File: src/rtl/uart_rx_if.sv
// uart_rx_if: serial line, frame format and received-byte signals of uart_rx.
// The receiver connects through the slave modport; whoever drives the serial
// line and consumes bytes uses the master modport. state_dbg mirrors the
// receiver FSM state for observation.
interface uart_rx_if;
    logic       serial_i;
    logic       two_stop_bits_i;
    logic       parity_bit_i;
    logic       parity_even_i;
    logic [7:0] data_o;
    logic       valid_o;
    logic       parity_error_o;
    logic       frame_error_o;
    logic       busy_o;
    logic [2:0] state_dbg;

    modport master (
        output serial_i, two_stop_bits_i, parity_bit_i, parity_even_i,
        input  data_o, valid_o, parity_error_o, frame_error_o, busy_o, state_dbg
    );

    modport slave (
        input  serial_i, two_stop_bits_i, parity_bit_i, parity_even_i,
        output data_o, valid_o, parity_error_o, frame_error_o, busy_o, state_dbg
    );
endinterface

File: src/rtl/uart_rx.sv
// uart_rx: UART receiver, 1 start bit, 8 data bits LSB first, optional parity,
// 1 or 2 stop bits. Each received byte is presented with a one-cycle valid_o
// pulse together with parity and framing status.
// Handshake: valid_o is a pulse with no back-pressure; data_o and the error
// flags change only in the cycle valid_o is high and hold until the next one.
// Optional feature macro: UART_RX_MAJORITY_EN (3-sample majority vote per bit,
// adds one clock of latency).
module uart_rx #(
    parameter int CLOCKS_PER_BIT = 435
) (
    input  logic    clock_i,
    input  logic    reset_ni,
    uart_rx_if.slave rx
);
    localparam int CW  = $clog2(CLOCKS_PER_BIT);
    localparam int MID = CLOCKS_PER_BIT / 2;
`ifdef UART_RX_MAJORITY_EN
    // Sample one clock after mid-bit so the vote window is mid-1..mid+1.
    localparam logic [CW-1:0] START_PT = CW'(MID + 1);
`else
    localparam logic [CW-1:0] START_PT = CW'(MID);
`endif
    // After START the counter is realigned, so one full bit period later
    // lands on the same point of the next bit.
    localparam logic [CW-1:0] BIT_PT = CW'(CLOCKS_PER_BIT - 1);

    typedef enum logic [2:0] {
        IDLE   = 3'd0,
        START  = 3'd1,
        DATA   = 3'd2,
        PARITY = 3'd3,
        STOP1  = 3'd4,
        STOP2  = 3'd5
    } state_t;

    state_t        state, state_n;
    logic [CW-1:0] cnt, cnt_n;
    logic [2:0]    bit_idx, bit_idx_n;
    logic [7:0]    shift, shift_n;
    logic          perr, perr_n, ferr, ferr_n;
    logic          cfg_two, cfg_two_n, cfg_par, cfg_par_n, cfg_even, cfg_even_n;
    logic          finish;

    logic          s_meta, s_sync, s_prev;
    logic          bit_val, fall;

    logic [7:0]    data_r;
    logic          valid_r, perr_r, ferr_r;

`ifdef UART_RX_MAJORITY_EN
    logic          s_prev2;

    // Synchroniser plus two cycles of history for the majority vote.
    always_ff @(posedge clock_i or negedge reset_ni) begin
        if (!reset_ni) begin
            s_meta  <= 1'b1;
            s_sync  <= 1'b1;
            s_prev  <= 1'b1;
            s_prev2 <= 1'b1;
        end else begin
            s_meta  <= rx.serial_i;
            s_sync  <= s_meta;
            s_prev  <= s_sync;
            s_prev2 <= s_prev;
        end
    end

    assign bit_val = (s_sync & s_prev) | (s_sync & s_prev2) | (s_prev & s_prev2);
`else
    // Two-flop synchroniser plus one delayed copy for edge detection.
    always_ff @(posedge clock_i or negedge reset_ni) begin
        if (!reset_ni) begin
            s_meta <= 1'b1;
            s_sync <= 1'b1;
            s_prev <= 1'b1;
        end else begin
            s_meta <= rx.serial_i;
            s_sync <= s_meta;
            s_prev <= s_sync;
        end
    end

    assign bit_val = s_sync;
`endif

    assign fall = s_prev & ~s_sync;

    // FSM and frame datapath registers.
    always_ff @(posedge clock_i or negedge reset_ni) begin
        if (!reset_ni) begin
            state    <= IDLE;
            cnt      <= '0;
            bit_idx  <= '0;
            shift    <= '0;
            perr     <= 1'b0;
            ferr     <= 1'b0;
            cfg_two  <= 1'b0;
            cfg_par  <= 1'b0;
            cfg_even <= 1'b0;
        end else begin
            state    <= state_n;
            cnt      <= cnt_n;
            bit_idx  <= bit_idx_n;
            shift    <= shift_n;
            perr     <= perr_n;
            ferr     <= ferr_n;
            cfg_two  <= cfg_two_n;
            cfg_par  <= cfg_par_n;
            cfg_even <= cfg_even_n;
        end
    end

    // Next-state and datapath updates; sampling happens only on bit ticks.
    always_comb begin
        state_n    = state;
        cnt_n      = cnt + CW'(1);
        bit_idx_n  = bit_idx;
        shift_n    = shift;
        perr_n     = perr;
        ferr_n     = ferr;
        cfg_two_n  = cfg_two;
        cfg_par_n  = cfg_par;
        cfg_even_n = cfg_even;
        finish     = 1'b0;
        case (state)
            IDLE: begin
                cnt_n = '0;
                if (fall) begin
                    state_n    = START;
                    bit_idx_n  = '0;
                    perr_n     = 1'b0;
                    ferr_n     = 1'b0;
                    cfg_two_n  = rx.two_stop_bits_i;
                    cfg_par_n  = rx.parity_bit_i;
                    cfg_even_n = rx.parity_even_i;
                end
            end
            START: begin
                if (cnt == START_PT) begin
                    cnt_n   = '0;
                    state_n = bit_val ? IDLE : DATA;
                end
            end
            DATA: begin
                if (cnt == BIT_PT) begin
                    cnt_n     = '0;
                    shift_n   = {bit_val, shift[7:1]};
                    bit_idx_n = bit_idx + 3'd1;
                    if (bit_idx == 3'd7) begin
                        state_n = cfg_par ? PARITY : STOP1;
                    end
                end
            end
            PARITY: begin
                if (cnt == BIT_PT) begin
                    cnt_n   = '0;
                    perr_n  = (^shift) ^ bit_val ^ ~cfg_even;
                    state_n = STOP1;
                end
            end
            STOP1: begin
                if (cnt == BIT_PT) begin
                    cnt_n = '0;
                    if (!bit_val) ferr_n = 1'b1;
                    if (cfg_two) begin
                        state_n = STOP2;
                    end else begin
                        state_n = IDLE;
                        finish  = 1'b1;
                    end
                end
            end
            STOP2: begin
                if (cnt == BIT_PT) begin
                    cnt_n   = '0;
                    if (!bit_val) ferr_n = 1'b1;
                    state_n = IDLE;
                    finish  = 1'b1;
                end
            end
            default: begin
                state_n = IDLE;
                cnt_n   = '0;
            end
        endcase
    end

    // Output registers: byte and status update together with the valid pulse.
    always_ff @(posedge clock_i or negedge reset_ni) begin
        if (!reset_ni) begin
            data_r  <= '0;
            valid_r <= 1'b0;
            perr_r  <= 1'b0;
            ferr_r  <= 1'b0;
        end else begin
            valid_r <= finish;
            if (finish) begin
                data_r <= shift_n;
                perr_r <= perr_n;
                ferr_r <= ferr_n;
            end
        end
    end

    assign rx.data_o         = data_r;
    assign rx.valid_o        = valid_r;
    assign rx.parity_error_o = perr_r;
    assign rx.frame_error_o  = ferr_r;
    assign rx.busy_o         = (state != IDLE);
    assign rx.state_dbg      = state;

endmodule
File: src/flat_wrapper.sv
// flat-port wrapper written by rule: the top's interface ports become plain ports
module uart_rx_flat 
#(
    parameter int CLOCKS_PER_BIT = 435
)
  (clock_i, reset_ni, rx_serial_i, rx_two_stop_bits_i, rx_parity_bit_i, rx_parity_even_i, rx_data_o, rx_valid_o, rx_parity_error_o, rx_frame_error_o, rx_busy_o, rx_state_dbg);
  uart_rx_if rx_i ();
  input  logic clock_i;
  input  logic reset_ni;
  input wire logic [$bits(rx_i.serial_i)-1:0] rx_serial_i;
  input wire logic [$bits(rx_i.two_stop_bits_i)-1:0] rx_two_stop_bits_i;
  input wire logic [$bits(rx_i.parity_bit_i)-1:0] rx_parity_bit_i;
  input wire logic [$bits(rx_i.parity_even_i)-1:0] rx_parity_even_i;
  output wire logic [$bits(rx_i.data_o)-1:0] rx_data_o;
  output wire logic [$bits(rx_i.valid_o)-1:0] rx_valid_o;
  output wire logic [$bits(rx_i.parity_error_o)-1:0] rx_parity_error_o;
  output wire logic [$bits(rx_i.frame_error_o)-1:0] rx_frame_error_o;
  output wire logic [$bits(rx_i.busy_o)-1:0] rx_busy_o;
  output wire logic [$bits(rx_i.state_dbg)-1:0] rx_state_dbg;
  assign rx_i.serial_i = rx_serial_i;
  assign rx_i.two_stop_bits_i = rx_two_stop_bits_i;
  assign rx_i.parity_bit_i = rx_parity_bit_i;
  assign rx_i.parity_even_i = rx_parity_even_i;
  assign rx_data_o = rx_i.data_o;
  assign rx_valid_o = rx_i.valid_o;
  assign rx_parity_error_o = rx_i.parity_error_o;
  assign rx_frame_error_o = rx_i.frame_error_o;
  assign rx_busy_o = rx_i.busy_o;
  assign rx_state_dbg = rx_i.state_dbg;
  uart_rx #(.CLOCKS_PER_BIT(CLOCKS_PER_BIT)) u_core (.clock_i(clock_i), .reset_ni(reset_ni), .rx(rx_i));
endmodule
File: config.mk
export PLATFORM = sky130hd
export DESIGN_NAME = uart_rx_flat
export DESIGN_NICKNAME = d
export VERILOG_FILES = /design/src/rtl/uart_rx_if.sv /design/src/rtl/uart_rx.sv /design/src/flat_wrapper.sv
export SDC_FILE = /design/constraint.sdc
export NUM_CORES = 1
export LEC_CHECK = 0
export BUFFER_PORTS_ARGS = -buffer_cell sky130_fd_sc_hd__buf_2
export CORE_MARGIN = 1
export CORE_UTILIZATION = 58
export DETAILED_ROUTE_END_ITERATION = 12
export HOLD_SLACK_MARGIN = 0.1
export MAX_ROUTING_LAYER = met4
export PLACE_DENSITY = 0.79
export SKIP_CTS_REPAIR_TIMING = 1
export SYNTH_ARGS = -nofsm -noshare
export SYNTH_HDL_FRONTEND = slang
export SYNTH_SLANG_ARGS = --single-unit
File: constraint.sdc
create_clock -name clock_i -period 2.2 [get_ports clock_i]
set_input_delay 0 -clock clock_i [delete_from_list [all_inputs] [get_ports clock_i]]
set_output_delay 0 -clock clock_i [all_outputs]
set_load 0.1 [all_outputs]
Yosys cells after proc, flatten, opt, wreduce, memory -nomap -nowiden. Index checks and enable logic that the tools add are counted.

Register bits: 42. Input bits: 6. Output and inout bits: 15. Word-level logic and storage cells: 77.

$add $sub $neg: 2. Equality and inequality tests: 15. Mux-type cells: 30. Bitwise logic cells: 5. Reduce and logical (&&, ||, !) cells: 9.

Operators by type and width (number): two-way mux 3 bit (11); two-way mux 9 bit (2); case mux 3 bit (6 select lines) (1); case mux 9 bit (2 select lines) (1); two-way mux 8 bit (2); inequality test 2 x 1 -> 1 bit, second input constant (7); adder 9 x 1 -> 9 bit, second input constant (1); equality test 3 bit, second input constant (3); equality test 9 x 8 -> 1 bit, second input constant (1); equality test 9 bit, second input constant (1); two-way mux 1 bit (8); parity 8 bit (1); AND reduction 7 bit (1); equality test 3 x 2 -> 1 bit, second input constant (2); case mux 1 bit (2 select lines) (3); case mux 3 bit (2 select lines) (1); OR reduction 4 bit (1); adder 3 x 1 -> 3 bit, second input constant (1); equality test 3 x 1 -> 1 bit, second input constant (1); logical NOT 3 bit (1); AND reduction 3 bit (1); nonzero test 3 bit (1); two-way mux 2 bit (1); inverter 1 bit (2); other kinds (5) (6).

Longest topological paths before layout.
Depth in word-level cells: 5. Mapped depth: 7. Mapped depth without buffers: 6.

Least setup slack after synthesis. No wires, ideal clock.

Kind: register to register. From: reg u_core.state[2] (netlist: u_core.rx.state_dbg[2]). To: reg u_core.cfg_even. Setup time: 0.125 ns. Arrival: 2.550 ns. Required time: 2.075 ns. Setup slack: -0.475 ns. Stages on the path, launching flop included: 5. Path buffers: 1. Clock period less this slack: 2.675 ns. Path through: dfrtp_1 -> clkbuf_8 -> or3_1 -> or2_2 -> mux2_2.

Word-level cells in the longest chain between the ends: 2.

RTL lines: start, declared (RTL line uart_rx.sv:36) `state_t state, state_n;`; start signal, assigned (RTL line uart_rx.sv:101) `state <= state_n;`; logical NOT 3 bit (RTL line uart_rx.sv:125) `case (state)`; AND reduction 2 bit (no line); end signal, assigned (RTL line uart_rx.sv:109) `cfg_even <= cfg_even_n;`; end, declared (RTL line uart_rx.sv:41) `logic cfg_two, cfg_two_n, cfg_par, cfg_par_n, cfg_even, cfg_even_n;`.

No other way between the ends. A chain may end at the register's enable or synchronous reset.

Final worst setup path.
From: reg u_core.cnt[2]. To: reg u_core.data_r[7] (netlist: u_core.rx.data_o[7]).

Word-level cells in the longest chain between the ends: 3. Elaborated cells between the ends (all ways): 6. Those cells by class: 1 x eq/ne; 5 x mux.

RTL lines: start, declared (RTL line uart_rx.sv:37) `logic [CW-1:0] cnt, cnt_n;`; start signal, assigned (RTL line uart_rx.sv:102) `cnt <= cnt_n;`; equality test 9 bit * (RTL line uart_rx.sv:145, uart_rx.sv:162, uart_rx.sv:174); two-way mux 1 bit (tied with other cells) (RTL line uart_rx.sv:174) `if (cnt == BIT_PT) begin`; case mux 1 bit (2 select lines) / two-way mux 8 bit (equally long branches) (RTL line uart_rx.sv:125); end signal, assigned (RTL line uart_rx.sv:198) `data_r <= shift_n;`; end, declared (RTL line uart_rx.sv:47) `logic [7:0] data_r;`.

Mark *: on every way between the ends. The rest lies on a longest branch, timed or not.

==> results.py <==
metrics = {
    "detailed_routing": {
        "postRouteAntennaNets": 0,
        "drc": 0,
        "num_vias": 1345,
        "dr.pass1.iters": 4,
        "drt-vias-per-instance": 5.58,
        "drt-initial-drc-count": 123,
        "routed_wl_um": 3760,
        "avgRoutedWirePerCell_um": 15.6,
    },
    "power": {
        "peakVddDrop_mv": 0.550,
        "power_density_mw_per_mm2": 596,
        "p_leak_nw": 1.15,
    },
    "global_routing": {
        "grt.total_usage_pct": 23.9,
        "grt_util_met3_pct": 5.25,
        "grt_max_degree": 43,
        "met2_usage_pct": 35.4,
        "busiest_layer": "met2",
        "grt_pass1_vias": 1335,
        "grt_pass1_wl_um": 6140,
        "antenna_found_initial": 0,
        "grt_overflow_total": 0,
        "gr-usage-met1_pct": 30.9,
    },
    "place": {
        "finalWeightedCongestion": 0.914,
        "place_ws_ps": 234,
        "dp_hpwl_um": 2590,
        "placedCellCount": 228,
        "place.port_buffers": 20,
    },
    "cts": {
        "cts_root_buf": "clkbuf_4",
        "clock-sinks": 42,
        "clk-insertion-delay-late_ps": 350,
        "clk_pin_slew_ps": 110,
        "htree_levels": 2,
        "cts_buffers": 5,
        "clockBufferDepth": 2,
        "cts_tree": "done",
    },
    "cells_and_area": {
        "insertedDiodeCount": 0,
        "instances_no_fill": 241,
        "areaGrowthSynthToFinish_pct": 11.8,
        "drive_gt1_share_pct": 28.7,
        "post-route-util_pct": 68.1,
        "fin_nets": 205,
    },
    "sta": {
        "setup_viol": 0,
        "rsz0062_at_grt": "no",
        "finalCritPeriodShare_pct": 90.2,
        "fin_tns_setup_ps": 0,
        "slew_violations": 0,
        "min_period_ps": 1980,
        "tightestPinTransition_ps": 917,
        "setup_ws_ps": 216,
        "max_clock_freq_mhz": 504,
        "finalHoldViolations": 0,
        "slew_headroom_pct": 38.8,
        "skew_ps": 15.6,
    },
    "critical_path": {
        "rrSetupSlack_ps": 220,
        "crit_path_end_kind": "flop",
        "crit_chain": "and3b_1 -> nand3_4 -> nor3_4 -> mux2_2",
        "rr_startpoint": "u_core.cnt[2]",
        "crit_type": "flop to flop",
        "crit_start": "u_core.cnt[2]",
        "cp.buffers_inverters": 0,
        "crit_path_max_incr_delay_ps": 480,
        "crit_required_ps": 2430,
        "crit_path_top_delay_cell": "nor3_4",
        "crit_family": "simple AND/OR/NAND/NOR gates",
        "critical_path_arrival_ps": 2220,
        "critPathLaunchType": "flop",
        "worstPathMaxFanout": 10,
    },
    "floorplanning": {
        "die-width_um": 61.4,
        "coreArea_mm2": 0.00336,
        "fp-row-count": 21,
        "die_y_um": 61.4,
        "dieArea_mm2": 0.00377,
        "ios": 21,
        "initial_utilization_pct": 60.9,
    },
    "synth": {
        "synth_ff_type": "dfrtp_1",
        "synth_seq_area_share_pct": 51.5,
        "synth_edf_count": 0,
        "synthCells": 164,
        "ys_warn_count": 0,
        "synth_area_leaders": "dfrtp_1 (48%), mux2_2 (8.2%), dfstp_2 (3.8%), ha_1 (3.1%), xnor2_1 (3.0%)",
        "synth_most_common_cell": "dfrtp_1",
        "syn_avg_cell_area_um2": 12.5,
        "synthDistinctLibCells": 45,
        "synth-seq-cells": 42,
        "synthesis.nets": 175,
        "synth_area_mm2": 0.00205,
        "synth_common_cells": "dfrtp_1 (39), mux2_2 (15), nor2_1 (12)",
        "synth_top_area_share_pct": 47.6,
        "async_flop_share_pct": 100,
        "synth.largest_area_cell": "dfrtp_1",
    },
    "run_status": {
        "outcome": "complete, no violations",
    },
    "worst_hold_path": {
        "worstHoldPathType": "input pin to flop",
        "hold_path_startpoint": "rx_serial_i",
    },
    "flow_run": {
        "cap_violations": 0,
    },
}
-- worst register-to-register path: stages, from the launching register on --
cell and delay, ps:
dfrtp_1 450, and3b_1 400, nand3_4 140, nor3_4 480
mux2_2 400
-- worst paths after layout --
kind,to,depth (start not counted)
setup / recovery,u_core.rx.data_o[7],4
hold / removal,u_core.s_meta,2
setup reg to reg,u_core.rx.data_o[7],4
hold reg to reg,u_core.bit_val,0
max in group asynchronous,u_core.rx.state_dbg[2],2
min in group asynchronous,u_core.cnt[5],2
-- sequential cells by signal, summed over array words and instances (netlist names) --
register                  cells
u_core.rx.frame_error_o       1
u_core.ferr                   1
u_core.cfg_two                1
u_core.rx.valid_o             1
u_core.perr                   1
u_core.rx.state_dbg           3
u_core.cfg_par                1
u_core.bit_idx                3
u_core.cnt                    9
u_core.cfg_even               1
u_core.s_prev                 1
u_core.bit_val                1
u_core.rx.parity_error_o      1
u_core.shift                  8
u_core.rx.data_o              8
u_core.s_meta                 1
-- metal layers --
metal | routed length, um | share of wire, %
met5 | 0 | 0
met3 | 147 | 3.9
met1 | 1730 | 46
met4 | 73 | 1.9
met2 | 1810 | 48
-- cell type report --
type                       count  area (um^2)
timing repair buffer          28          173
sequential                    42         1060
tap                           46         57.6
clock buffer                   8         58.8
multi-input combinational    112          925
inverter                       5         18.8
fill                         267         1070
-- power by group --
| part | switching (W) | internal (W) |
|---|---|---|
| Clock | 0.000234 | 0.000158 |
| Combinational | 0.0000943 | 0.0000615 |
| Sequential | 0.0000233 | 0.000794 |
| Total | 0.000351 | 0.00101 |
-- stage by stage --
| step | instance area, um^2 | hold slack [ps] | power (W) |
|---|---|---|---|
| after floorplan | 2060 | -296 | 0.000936 |
| after global placement | 2180 | 105 | 0.000976 |
| after detailed placement | 2180 | 109 | 0.000982 |
| after CTS | 2240 | -262 | 0.00137 |
| after global routing | 2290 | 281 | 0.00143 |
| final | 2290 | 293 | 0.00136 |
-- cell families (layout without fill, tap and decap cells) --
kind of cell | after synthesis | in the layout | synth area share (%)
mux | 15 | 15 | 8.25
flops | 42 | 42 | 51.5
simple gates | 45 | 45 | 14.1
xor+xnor | 15 | 15 | 7.09
compound gates | 32 | 32 | 12.5
fa+ha+maj | 5 | 5 | 3.05
buf+inv | 10 | 41 | 3.60
-- cell usage in the layout (no fill, tap or decap), types with 7 or more instances in the layout --
| cell type | count |
|---|---|
| xnor2_1 | 7 |
| mux2_2 | 15 |
| nor2_1 | 12 |
| a21o_1 | 8 |
| buf_2 | 20 |
| xor2_1 | 7 |
| a21boi_0 | 8 |
| dfrtp_1 | 37 |
(Power assumes the default switching activity.)
